**src/rtl/hemaia_csr_regfile.sv**
```systemverilog
// CSR register bank terminating the HeMAiA hardware-manager CSR req/rsp stream.
// Optional error-access counter enabled by defining HEMAIA_CSR_REGFILE_ERR_CNT_EN.
module hemaia_csr_regfile #(
    parameter int unsigned ADDR_WIDTH = 32,
    parameter int unsigned DATA_WIDTH = 32,
    parameter int unsigned NUM_REGS = 16,
    parameter logic [NUM_REGS-1:0] RO_MASK = '0,
    parameter type csr_req_t = struct packed {
        logic [ADDR_WIDTH-1:0] addr;
        logic [DATA_WIDTH-1:0] data;
        logic                  write;
    },
    parameter type csr_rsp_t = struct packed {
        logic [DATA_WIDTH-1:0] data;
    }
) (
    input  logic                           clk_i,
    input  logic                           rst_ni,
    input  csr_req_t                       csr_req_i,
    input  logic                           csr_req_valid_i,
    output logic                           csr_req_ready_o,
    output csr_rsp_t                       csr_rsp_o,
    output logic                           csr_rsp_valid_o,
    input  logic                           csr_rsp_ready_i,
    output logic [NUM_REGS*DATA_WIDTH-1:0] reg_o,
    output logic [NUM_REGS-1:0]            reg_wr_pulse_o,
    input  logic [NUM_REGS*DATA_WIDTH-1:0] ro_val_i,
    output logic [15:0]                    err_cnt_o,
    output logic [0:0]                     dbg_state_o
);

    localparam int unsigned BYTE_OFF = $clog2(DATA_WIDTH / 8);
    localparam int unsigned IDX_W    = $clog2(NUM_REGS);

    if (DATA_WIDTH != 32 && DATA_WIDTH != 64) begin : g_bad_data_width
        $error("hemaia_csr_regfile: DATA_WIDTH must be 32 or 64");
    end
    if (NUM_REGS < 2 || (NUM_REGS & (NUM_REGS - 1)) != 0) begin : g_bad_num_regs
        $error("hemaia_csr_regfile: NUM_REGS must be a power of two >= 2");
    end

    typedef enum logic [0:0] {
        IDLE   = 1'b0,
        RD_RSP = 1'b1
    } state_e;

    state_e                               state_q, state_d;
    logic   [NUM_REGS-1:0][DATA_WIDTH-1:0] reg_q;
    logic   [NUM_REGS-1:0]                pulse_q;
    logic   [DATA_WIDTH-1:0]              rsp_q;

    logic [ADDR_WIDTH-1:0] word_addr;
    logic [IDX_W-1:0]      idx;
    logic                  in_range;
    logic                  is_ro;
    logic [DATA_WIDTH-1:0] rd_sel;
    logic                  wr_handshake;
    logic                  wr_commit;
    logic                  rd_capture;
    logic                  rd_done;
    logic [NUM_REGS-1:0]   wr_onehot;

    assign word_addr = csr_req_i.addr >> BYTE_OFF;
    assign in_range  = word_addr < ADDR_WIDTH'(NUM_REGS);
    assign idx       = word_addr[IDX_W-1:0];
    assign is_ro     = RO_MASK[idx];

    always_comb begin
        rd_sel = '0;
        if (in_range) begin
            rd_sel = is_ro ? ro_val_i[idx*DATA_WIDTH +: DATA_WIDTH] : reg_q[idx];
        end
    end

    // Handshakes: a request transfers when csr_req_valid_i && csr_req_ready_o.
    // Writes get ready in the same cycle; a read holds ready low until its
    // response is presented, and then req and rsp transfer together in the
    // cycle where csr_req_ready_o, csr_rsp_valid_o and csr_rsp_ready_i are high.
    always_comb begin
        state_d         = state_q;
        csr_req_ready_o = 1'b0;
        csr_rsp_valid_o = 1'b0;
        wr_handshake    = 1'b0;
        rd_capture      = 1'b0;
        rd_done         = 1'b0;
        unique case (state_q)
            IDLE: begin
                if (csr_req_valid_i) begin
                    if (csr_req_i.write) begin
                        csr_req_ready_o = 1'b1;
                        wr_handshake    = 1'b1;
                    end else begin
                        rd_capture = 1'b1;
                        state_d    = RD_RSP;
                    end
                end
            end
            RD_RSP: begin
                csr_req_ready_o = 1'b1;
                csr_rsp_valid_o = 1'b1;
                if (csr_rsp_ready_i) begin
                    rd_done = 1'b1;
                    state_d = IDLE;
                end
            end
            default: state_d = IDLE;
        endcase
    end

    assign wr_commit = wr_handshake && in_range && !is_ro;
    assign wr_onehot = wr_commit ? (NUM_REGS'(1) << idx) : '0;

    always_ff @(posedge clk_i or negedge rst_ni) begin
        if (!rst_ni) begin
            state_q <= IDLE;
            reg_q   <= '0;
            pulse_q <= '0;
            rsp_q   <= '0;
        end else begin
            state_q <= state_d;
            pulse_q <= wr_onehot;
            if (wr_commit) begin
                reg_q[idx] <= csr_req_i.data;
            end
            if (rd_capture) begin
                rsp_q <= rd_sel;
            end
        end
    end

    assign reg_o          = reg_q;
    assign reg_wr_pulse_o = pulse_q;
    assign dbg_state_o    = state_q;

    always_comb begin
        csr_rsp_o      = '0;
        csr_rsp_o.data = rsp_q;
    end

`ifdef HEMAIA_CSR_REGFILE_ERR_CNT_EN
    // The out-of-range flag is latched at capture so the count is taken when
    // the read actually completes, not when it is first presented.
    logic        rd_err_q;
    logic        err_inc;
    logic [15:0] err_cnt_q;

    assign err_inc = (wr_handshake && (!in_range || is_ro)) || (rd_done && rd_err_q);

    always_ff @(posedge clk_i or negedge rst_ni) begin
        if (!rst_ni) begin
            rd_err_q  <= 1'b0;
            err_cnt_q <= '0;
        end else begin
            if (rd_capture) begin
                rd_err_q <= !in_range;
            end
            if (err_inc && err_cnt_q != 16'hFFFF) begin
                err_cnt_q <= err_cnt_q + 16'd1;
            end
        end
    end

    assign err_cnt_o = err_cnt_q;
`else
    assign err_cnt_o = '0;
`endif

endmodule

```
**config.mk**
```make
export PLATFORM = sky130hd
export DESIGN_NAME = hemaia_csr_regfile
export DESIGN_NICKNAME = d
export VERILOG_FILES = /design/src/rtl/hemaia_csr_regfile.sv
export SDC_FILE = /design/constraint.sdc
export NUM_CORES = 1
export LEC_CHECK = 0
export ABC_AREA = 1
export CAP_MARGIN = 25
export CELL_PAD_IN_SITES_DETAIL_PLACEMENT = 1
export CELL_PAD_IN_SITES_GLOBAL_PLACEMENT = 1
export CORE_AREA = 3 3 452 454
export CTS_CLUSTER_DIAMETER = 80
export CTS_CLUSTER_SIZE = 25
export DETAILED_ROUTE_END_ITERATION = 10
export DIE_AREA = 0 0 455 457
export PLACE_DENSITY = 0.43
export SETUP_SLACK_MARGIN = 0.3
export SLEW_MARGIN = 20
export SYNTH_ARGS = -nofsm -noshare
export SYNTH_HDL_FRONTEND = slang
export SYNTH_SLANG_ARGS = --single-unit
```
**constraint.sdc**
```tcl
create_clock -name clk_i -period 4.3 [get_ports clk_i]
set_clock_uncertainty 0.15 [all_clocks]
set_input_delay 0.43 -clock clk_i [delete_from_list [all_inputs] [get_ports clk_i]]
set_output_delay 0.43 -clock clk_i [all_outputs]
set_load 0.01 [all_outputs]
```
==> results of run 1 <==
what timing repair did:
item | CTS | global route
buffers inserted | 0 | 0
endpoints found under the hold margin | 60 | 0
hold buffers | 1 | 0
resized for setup | 0 | 0
power groups by stage:
stage / clock network [W] / registers, W / logic (W)
final: 0.00699 / 0.00528 / 0.00133
after global routing: 0.00746 / 0.00527 / 0.00148
after CTS: 0.00727 / 0.00528 / 0.00140
after detailed placement: 0 / 0.00538 / 0.00140
after global placement: 0 / 0.00538 / 0.00139
after floorplan: 0 / 0.00538 / 0.000617
worst max path at each step:
stage / from / endpoint / slack [ns] / depth (start not counted)
floorplan: csr_req_i[35] / csr_rsp_o[13] / 2.43 / 13
global placement: csr_req_i[37] / reg_o[78] / 1.00 / 7
detailed placement: csr_req_i[37] / reg_o[86] / 0.96 / 7
CTS: dbg_state_o / reg_o[86] / 1.65 / 5
global route: dbg_state_o / reg_o[81] / 1.54 / 5
finish: dbg_state_o / reg_o[80] / 1.69 / 5
worst max-delay path: cells and delay by family (launching register included):
family	cells	cell delay (ns)
buffers and inverters	1	0.38
flip-flops	1	0.46
AND/OR/NAND/NOR	4	1.35
final cells by class:
class / count / area [sq um] / share of cell area (%)
flip-flops and latches: 561 / 14000 / 32.8
diodes: 1 / 2.50 / 0.00585
clock buffers: 87 / 2030 / 4.74
well taps: 2656 / 3320 / 7.77
multi-input cells: 3094 / 13200 / 31.0
repair buffers: 739 / 7470 / 17.5
inverters: 539 / 2040 / 4.76
clock inverters: 53 / 637 / 1.49
per-layer routing:
metal / share of wire, % / vias to the layer above / track usage (%)
met5: 0 / - / 0
met4: 2.8 / 0 / 5.19
met3: 3.6 / 183 / 2.53
met2: 51 / 626 / 33.1
met1: 43 / 16100 / 22.8
li1: - / 14900 / -
stage by stage:
| stage | hold WS [ns] | instances | instance area (sq um) | worst slack (ns) | total power [W] |
|---|---|---|---|---|---|
| finish | 0.109 | 7730 | 42800 | 1.69 | 0.0136 |
| global route | 0.0996 | 7729 | 42800 | 1.54 | 0.0142 |
| floorplan | -0.0156 | 4590 | 30700 | 2.43 | 0.00600 |
| detailed placement | 0.315 | 7588 | 40100 | 0.963 | 0.00678 |
| CTS | 0.0357 | 7729 | 42800 | 1.65 | 0.0139 |
| global placement | 0.319 | 7579 | 40000 | 1.00 | 0.00677 |
cell usage after synthesis (all sizes together):
library cell and number:
nand2 2476, dfrtp 561, inv 538, nand4 512
clkbuf 235, buf 161, nor2 67, nand3 17
nor3 2, o21ai 2, and2 1, clkinv 1
conb 1, or2 1
cell families after synthesis:
group | share of synthesized area (%)
other | 0.0122
DFF | 45.8
buffers and inverters | 12.2
and+or+nand+nor | 42.0
AOI/OAI and AO/OA | 0.0326
state kept, by name, summed over array words and instances (netlist names):
name and count:
reg_o 512, dbg_state_o 1, csr_rsp_o 32, reg_wr_pulse_o 16
==> metrics.yaml, run 1 <==
logic_synthesis:
  ys_seq_elements: 561
  avgSynthCellArea_sq_um: 6.71
  synthDistinctLibCells: 21
  seq_area_frac_synth_pct: 45.8
  yosys.area.top_type: "dfrtp_1"
  synth_area_leaders: "dfrtp_1 46%, nand2_1 30%, nand4_1 10%"
  yosysWarnings: 0
  syn_inst: 4575
  syn_area_sq_mm: 0.0307
  synth_top_area_share_pct: 45.8
global_routing:
  grt_first_pass_wirelength_um: 273000
  grt_overflow: 0
  grt_usage_pct: 18.4
  grt_pass1_vias: 32900
  grt_antenna_before_repair: 7
  grt_max_degree: 137
worst_setup_path:
  required_ns: 4.73
  cp-end-kind: "flip-flop"
  cp.arrival_ns: 3.04
  start_kind: "flip-flop"
  rr_worst_depth: 5
  crit_path_frequent_cell: "nand2_1"
  critPathMaxFanout: 53
  r2r-end: "reg_o[80]"
  r2r-start: "dbg_state_o"
  crit_chain: "nor3_4 -> buf_12 -> nand3_4 -> nand2_1 -> nand2_1"
  cpPeakStageDelay_ns: 0.70
  critPathKind: "flip-flop to flip-flop"
  rrSetupSlack_ns: 1.69
  cp_slowest_cell: "nand3_4"
routing:
  first_pass_iters: 4
  viasPerCell: 4.12
  drt_wl_total_um: 196000
  wl_per_cell_um: 25.3
  vias: 31900
  postRouteAntennaNets: 0
  drc: 0
  first_iter_violations: 1727
sta:
  min_period_ns: 2.61
  rsz0062_at_grt: "no"
  max_freq_mhz: 384
  final-hold-violation-count: 0
  final-setup-viol-count: 0
  maxSlewViolCount: 0
  finalCritPeriodShare_pct: 60.6
  maxSlewHeadroom_pct: 28.6
  fin_setup_tns_ns: 0
  worst_pin_slew_ns: 1.07
cts:
  clockBufferDepth: 3
  cts_buffers: 76
  clk_latency_ns: 0.71
  path_clk_slew_ns: 0.09
  ctsHtreeMaxLevel: 3
  cts.sink_count: 561
  cts-root-buf: "clkbuf_16"
  cts_tree: "done"
worst_hold_path:
  hold_depth: 3
  hp-class: "input pin to flip-flop"
  worstHoldStart: "csr_req_i[16]"
  min_to: "reg_o[463]"
pwr:
  internal_power_w: 0.00936
  seq_power_share_pct: 38.8
  comb_power_share_pct: 9.8
  ir_drop_v: 0.000254
  p_per_area_mw_per_mm2: 318
  power.share.clock_pct: 51.4
  p_sw_w: 0.00423
  switching_share_pct: 31.1
  p_leak_nw: 21.3
cells_and_area:
  final_cell_mix: "2476 x nand2_1, 620 x clkdlybuf4s50_1, 561 x dfrtp_1, 535 x inv_1, 512 x nand4_1"
  fillCellCount: 24100
  area_delta_synth_final_pct: 39.4
  final_layout_size_suffix_gt1_share_pct: 5.82
  final_net_count: 5592
  final_common_cell: "nand2_1"
  fin_util_pct: 21.4
floorplanning:
  die_h_um: 457
  start_util_pct: 15.3
  die-area_sq_mm: 0.208
  ios: 1160
  die_w_um: 455
  coreArea_sq_mm: 0.200
  core.rowCount: 164
placement:
  hpwlAfterDp_um: 133000
  place_congestion: 0.761
  io_buffers: 629
status:
  outcome: "finished clean"
job:
  maxCapViolCount: 0
(Power assumes the default switching activity.)
==> run 2: changes to the inputs <==
--- a/config.mk
+++ b/config.mk
@@ -9,11 +9,11 @@
 export CAP_MARGIN = 25
 export CELL_PAD_IN_SITES_DETAIL_PLACEMENT = 1
 export CELL_PAD_IN_SITES_GLOBAL_PLACEMENT = 1
-export CORE_AREA = 3 3 452 454
+export CORE_AREA = 3 3 453 455
 export CTS_CLUSTER_DIAMETER = 80
 export CTS_CLUSTER_SIZE = 25
 export DETAILED_ROUTE_END_ITERATION = 10
-export DIE_AREA = 0 0 455 457
+export DIE_AREA = 0 0 456 458
 export PLACE_DENSITY = 0.43
 export SETUP_SLACK_MARGIN = 0.3
 export SLEW_MARGIN = 20
==> constraint.sdc (replaced) <==
create_clock -name clk_i -period 2.4 [get_ports clk_i]
set_clock_uncertainty 0.15 [all_clocks]
set_input_delay 0.24 -clock clk_i [delete_from_list [all_inputs] [get_ports clk_i]]
set_output_delay 0.24 -clock clk_i [all_outputs]
set_load 0.01 [all_outputs]
==> run 2 against run 1 <==
Register-to-register slack got worse by 1.3 ns. Sequential share of layout area decreased by 1.5 points. Hold slack improved by 0.086 ns. First-iteration DRC count decreased by 0.12%. Worst setup slack got worse by 1.3 ns. Routed wire length increased by 1.8%. Critical path type is now input pin to flip-flop. Highest routed layer unchanged.
==> metrics.yaml, run 2 (synthesis gave the netlist of run 1 again) <==
worst_setup_path:
  rr_worst_depth: 8  # +3
  crit_chain: "dlygate4sd3_1 -> buf_6 -> inv_6 -> nand2_1 -> nor2_4 -> nand3_4 -> buf_12 -> nand2_1 -> nand2_1"
  cp_num_cells: 9  # +4
  cp_slowest_cell: "dlygate4sd3_1"
  rrSetupSlack_ns: 0.40  # -1.29 ns
  cpPeakStageDelay_ns: 0.55  # -0.15 ns
  critical_path.top_delay_family: "buffers and inverters"
  cp.arrival_ns: 2.48  # -0.56 ns
  cp-end-kind: "flip-flop"
  critPathKind: "input pin to flip-flop"
  critPathMaxFanout: 15  # -72%
  start_kind: "input pin"
  r2r-start: "dbg_state_o"
  required_ns: 2.83  # -1.90 ns
  crit_buf_inv: 4  # +3
  r2r-end: "reg_o[154]"
  crit_path_frequent_cell: "nand2_1"
sta:
  maxSlewViolCount: 0  # unchanged
  holdWs_ns: 0.195  # +0.0861 ns
  max_freq_mhz: 488
  final-hold-violation-count: 0  # unchanged
  worst_pin_slew_ns: 0.875  # -0.192 ns
  final-setup-viol-count: 0  # unchanged
  finalCritPeriodShare_pct: 85.4
  min_period_ns: 2.05
  rsz0062_at_grt: "yes"
  fin_setup_tns_ns: 0  # unchanged
  maxSlewHeadroom_pct: 41.4  # +13 points
floorplanning:
  die_h_um: 458  # +0.22%
  start_util_pct: 15.2  # -0.12 points
  coreArea_sq_mm: 0.202  # +0.82%
  die-area_sq_mm: 0.209  # +0.44%
  core.rowCount: 165  # +0.61%
  ios: 1160  # unchanged
  die_w_um: 456  # +0.22%
status:
  outcome: "finished clean"
routing:
  first_iter_violations: 1725  # -0.12%
  wl_met2_um: 106000  # +6.6%
  wl_per_cell_um: 25.0  # -1.2%
  drc: 0  # unchanged
  first_pass_iters: 5  # +1
  vias: 32700  # +2.7%
  wl_met1_um: 80800  # -3.1%
  viasPerCell: 4.11  # -0.30%
  topRoutingLayerUsed: "met4"
  drt_wl_total_um: 199000  # +1.8%
  wl_met3_um: 5880  # -17%
  postRouteAntennaNets: 0  # unchanged
global_routing:
  grt_overflow: 0  # unchanged
  grt_max_degree: 85  # -38%
  grt_antenna_before_repair: 10  # +3
  grt_usage_pct: 18.7  # +0.25 points
  grt_pass1_vias: 34400  # +4.6%
  grt_first_pass_wirelength_um: 279000  # +2.1%
cells_and_area:
  area_delta_synth_final_pct: 47.4
  final_layout_size_suffix_gt1_share_pct: 11.6  # +5.8 points
  fillCellCount: 24400  # +1.0%
  final_area_sq_mm: 0.0452  # +5.8%
  largest_reg_flops: 512  # unchanged
  final_cell_mix: "2476 x nand2_1, 534 x inv_1, 512 x nand4_1, 485 x dlygate4sd2_1, 461 x dfrtp_1"
  final_net_count: 5804  # +3.8%
  final_common_cell: "nand2_1"
placement:
  dpl_cell_area_sq_mm: 0.0420  # +4.8%
  hpwlAfterDp_um: 141000  # +6.6%
  io_buffers: 629  # unchanged
  place_congestion: 0.777  # +2.2%
pwr:
  ir_drop_v: 0.000500  # +97%
  p_leak_nw: 25.8  # +21%
  p_per_area_mw_per_mm2: 563  # +77%
cts:
  ctsHtreeMaxLevel: 3  # unchanged
  clk_latency_ns: 0.70  # about the same
  cts_buffers: 76  # unchanged
  cts.sink_count: 561  # unchanged
  path_clk_slew_ns: 0.06  # -0.03 ns
  cts-root-buf: "clkbuf_16"
  clockBufferDepth: 3  # unchanged
  cts_tree: "done"
worst_hold_path:
  hp-class: "input pin to asynchronous set/reset pin"
job:
  maxCapViolCount: 0  # unchanged
## run 2: timing repair
action | in CTS | in global routing
hold endpoints to repair | 558 | 0
setup buffers | 86 | 6
hold buffers | 4 | 0
gates cloned | 0 | 0
setup endpoints to repair | 544 | 46
gates resized for setup | 617 | 43
## run 2: routing by layer
| layer | vias to the layer above | GRT usage [%] |
|---|---|---|
| met2 | 684 | 35.4 |
| li1 | 15300 | - |
| met5 | - | 0 |
| met1 | 16500 | 21.8 |
| met3 | 169 | 2.32 |
| met4 | 0 | 5.46 |
## run 2: worst max-delay path by stage
stage | start | to | slack (ns)
2_1_floorplan | dbg_state_o | reg_o[0] | 0.62
3_3_place_gp | csr_req_i[37] | reg_o[153] | -0.11
3_5_place_dp | csr_req_i[37] | reg_o[154] | -0.15
4_1_cts | reg_o[259] | reg_o[259] | 0.19
5_1_grt | reg_o[259] | reg_o[259] | 0.27
6_report | csr_req_i[36] | reg_o[315] | 0.35
## run 2: power breakdown
part	leakage (nW)	internal, W	switching, W	total (W)
Sequential	7.67	0.00945	0.00000124	0.00945
Clock	1.37	0.00769	0.00566	0.0134
Combinational	16.8	0.000737	0.00190	0.00264
## run 2: worst register-to-register path, delay by kind of cell (launching register included)
kind                   cells  cell delay, ns
buffers and inverters      4            0.80
AND/OR/NAND/NOR            4            0.56
flip-flops                 1            0.39
## run 2: area by class of cell
class	count	area [sq um]	share of cell area (%)
Clock inverter	57	811	1.79
Tap cell	2672	3340	7.39
Timing Repair Buffer	951	9600	21.2
Sequential cell	561	14200	31.3
Multi-Input combinational cell	3094	13200	29.3
Inverter	539	2040	4.50
Clock buffer	83	2020	4.47
Antenna cell	5	12.5	0.0277
## run 2: stage by stage
step	setup WS [ns]	std cells	total power (W)	utilization (%)
detailed placement	-0.146	7721	0.0124	20.8
global placement	-0.110	7721	0.0124	20.8
global route	0.269	7957	0.0265	22.4
finish	0.351	7962	0.0254	22.4
floorplan	0.619	4590	0.0107	-
CTS	0.192	7951	0.0260	22.3
==> run 3: changes to the inputs <==
--- a/config.mk
+++ b/config.mk
@@ -7,16 +7,15 @@
 export LEC_CHECK = 0
 export ABC_AREA = 1
 export CAP_MARGIN = 25
-export CELL_PAD_IN_SITES_DETAIL_PLACEMENT = 1
-export CELL_PAD_IN_SITES_GLOBAL_PLACEMENT = 1
 export CORE_AREA = 3 3 453 455
 export CTS_CLUSTER_DIAMETER = 80
 export CTS_CLUSTER_SIZE = 25
 export DETAILED_ROUTE_END_ITERATION = 10
 export DIE_AREA = 0 0 456 458
-export PLACE_DENSITY = 0.43
+export PLACE_DENSITY = 0.32
 export SETUP_SLACK_MARGIN = 0.3
 export SLEW_MARGIN = 20
 export SYNTH_ARGS = -nofsm -noshare
 export SYNTH_HDL_FRONTEND = slang
 export SYNTH_SLANG_ARGS = --single-unit
+export TNS_END_PERCENT = 10
==> run 3 against run 2 <==
Sequential power barely moved. Count of clock-buffer cells in the layout fell by 1. Register-to-register slack got worse by 0.08 ns. Hold slack got worse by 0.091 ns. Sequential share of layout area increased by 0.098 points. Via count fell by 2.9%. Worst setup slack worse by 0.10 ns. Clock power decreased by 9%. Routed wire length is 5.0% lower. Critical endpoint is now reg_o[125].
==> metrics.yaml, run 3 (synthesis gave the netlist of run 1 again) <==
cells_and_area:
  fin_util_pct: 22.2  # -0.19 points
  largest_reg_flops: 512  # unchanged
  area_delta_synth_final_pct: 46.2
  final_net_count: 5723  # -1.4%
  fillCellCount: 22500  # -7.5%
  final_cell_mix: "2475 x nand2_1, 535 x inv_1, 521 x dfrtp_1, 512 x nand4_1, 511 x clkdlybuf4s50_1"
  final_layout_size_suffix_gt1_share_pct: 8.90  # -2.7 points
  final_common_cell: "nand2_1"
  stdcell_count: 7880  # -1.0%
routing:
  drc: 0  # unchanged
  drt_wl_total_um: 189000  # -5.0%
  vias: 31800  # -2.9%
  first_pass_iters: 6  # +1
  viasPerCell: 4.03  # -1.9%
  first_iter_violations: 2218  # +29%
  postRouteAntennaNets: 0  # unchanged
  wl_per_cell_um: 24.0  # -4.0%
worst_setup_path:
  crit_chain: "clkdlybuf4s50_1"
  critPathKind: "flip-flop to output pin"
  cp_slowest_cell: "clkdlybuf4s50_1"
  required_ns: 2.01  # -0.82 ns
  cp.arrival_ns: 1.76  # -0.72 ns
  crit_buf_inv: 1  # -3
  start_kind: "flip-flop"
  cp-end-kind: "output pin"
  cpPeakStageDelay_ns: 0.59  # +0.04 ns
  critical_path.top_delay_family: "buffers and inverters"
  critPathMaxFanout: 3  # -12
cts:
  cts_buffers: 73  # -3.9%
  cts-root-buf: "clkbuf_16"
  path_clk_slew_ns: 0.07  # about the same
  cts.sink_count: 561  # unchanged
  cts_tree: "done"
  clockBufferDepth: 3  # unchanged
  ctsHtreeMaxLevel: 3  # unchanged
  clk_latency_ns: 0.70  # about the same
global_routing:
  grt_usage_pct: 17.6  # -1.1 points
  grt_pass1_vias: 31200  # -9.3%
  grt_antenna_before_repair: 8  # -2
  grt_overflow: 0  # unchanged
  grt_max_degree: 102  # +20%
  grt_first_pass_wirelength_um: 261000  # -6.4%
floorplanning:
  coreArea_sq_mm: 0.202  # unchanged
  core.rowCount: 165  # unchanged
  die_h_um: 458  # unchanged
  ios: 1160  # unchanged
  die_w_um: 456  # unchanged
  die-area_sq_mm: 0.209  # unchanged
  start_util_pct: 15.2  # unchanged
sta:
  maxSlewViolCount: 0  # unchanged
  final-hold-violation-count: 0  # unchanged
  max_freq_mhz: 465  # -4.7%
  min_period_ns: 2.15  # +0.102 ns
  final-setup-viol-count: 0  # unchanged
  rsz0062_at_grt: "yes"
  finalCritPeriodShare_pct: 89.6  # +4.2 points
  worst_pin_slew_ns: 0.674  # -0.201 ns
  maxSlewHeadroom_pct: 55.0  # +14 points
job:
  maxCapViolCount: 0  # unchanged
pwr:
  p_per_area_mw_per_mm2: 540  # -4.0%
  ir_drop_v: 0.000507  # +1.5%
  p_leak_nw: 23.6  # -8.4%
placement:
  io_buffers: 629  # unchanged
  dp_cells: 7716  # -0.065%
  hpwlAfterDp_um: 135000  # -4.7%
  place_congestion: 0.772  # -0.59%
worst_hold_path:
  hp-class: "input pin to asynchronous set/reset pin"
status:
  outcome: "finished clean"
-- run 3: changes by cell type in the layout (fill, tap and decap cells not counted), sizes merged --
| cell | change |
|---|---|
| clkbuf | +4 |
| dlygate4sd3 | -3 |
| buf | -78 |
| diode | +3 |
| clkdlybuf4s15 | -12 |
| dlymetal6s2s | +20 |
| dlygate4sd2 | -434 |
| inv | +5 |
| clkdlybuf4s50 | +424 |
| clkinv | -4 |
| bufinv | -7 |
-- run 3: power by group --
| group | internal (W) | total [W] | switching, W |
|---|---|---|---|
| Sequential | 0.00945 | 0.00945 | 0.00000210 |
| Clock | 0.00677 | 0.0122 | 0.00543 |
| Combinational | 0.000719 | 0.00258 | 0.00186 |
| Total | 0.0169 | 0.0242 | 0.00730 |
-- run 3: worst paths after layout --
kind                                  to             from  cells past startpoint  slack, ns
max                           reg_o[125]       reg_o[125]                      1       0.25
min                           reg_o[101]           rst_ni                      3       0.10
max reg2reg                     reg_o[2]      dbg_state_o                      9       0.32
min reg2reg                csr_rsp_o[11]    csr_rsp_o[11]                      2       0.33
max in group asynchronous     reg_o[182]           rst_ni                      3       1.26
min in group clk_i           dbg_state_o  csr_rsp_ready_i                      2       0.12
-- run 3: stage by stage --
step / setup TNS (ns) / area [sq um] / setup slack (ns) / hold slack (ns) / power (W)
final: 0 / 44800 / 0.249 / 0.104 / 0.0242
after global routing: 0 / 44800 / 0.202 / 0.0555 / 0.0253
after CTS: 0 / 44400 / 0.143 / 0.00610 / 0.0248
after detailed placement: -68.57 / 41800 / -0.233 / 0.0117 / 0.0123
after global placement: -61.73 / 41800 / -0.222 / 0.0165 / 0.0123
after floorplan: 0 / 30700 / 0.619 / -0.206 / 0.0107
-- run 3: metal layers --
metal  vias to the layer above  track usage [%]  share of wire (%)
met5                         -                0                  0
met4                         0             6.09                3.5
met3                       175             2.23                3.7
met2                       800             32.5                 53
met1                     15600             20.7                 40
li1                      15200                -                  -
-- run 3: what timing repair did --
item	CTS	global route
gates resized for setup	60	99
hold endpoints to repair	561	0
cloned	0	4
hold buffers	2	0
endpoints found under the setup margin	512	790
buffers inserted	6	11
pin swaps	0	1
-- run 3: layout make-up --
type / instances / area, sq um / area share (%)
sequential: 561 / 14100 / 31.4
multi-input combinational: 3094 / 13200 / 29.5
timing repair buffer: 873 / 9590 / 21.4
tap: 2672 / 3340 / 7.45
inverter: 539 / 2040 / 4.54
clock buffer: 82 / 1970 / 4.38
clock inverter: 51 / 591 / 1.32
antenna: 8 / 20.0 / 0.0446
-- run 3: worst register-to-register path, cell delays in order (launching register included) --
cell and delay [ns]:
dfrtp_2 0.42, buf_6 0.13, nor3_4 0.18, buf_12 0.14, buf_16 0.16, buf_12 0.16
nand3_4 0.24, clkbuf_16 0.29, nand2_1 0.06, nand2_1 0.04
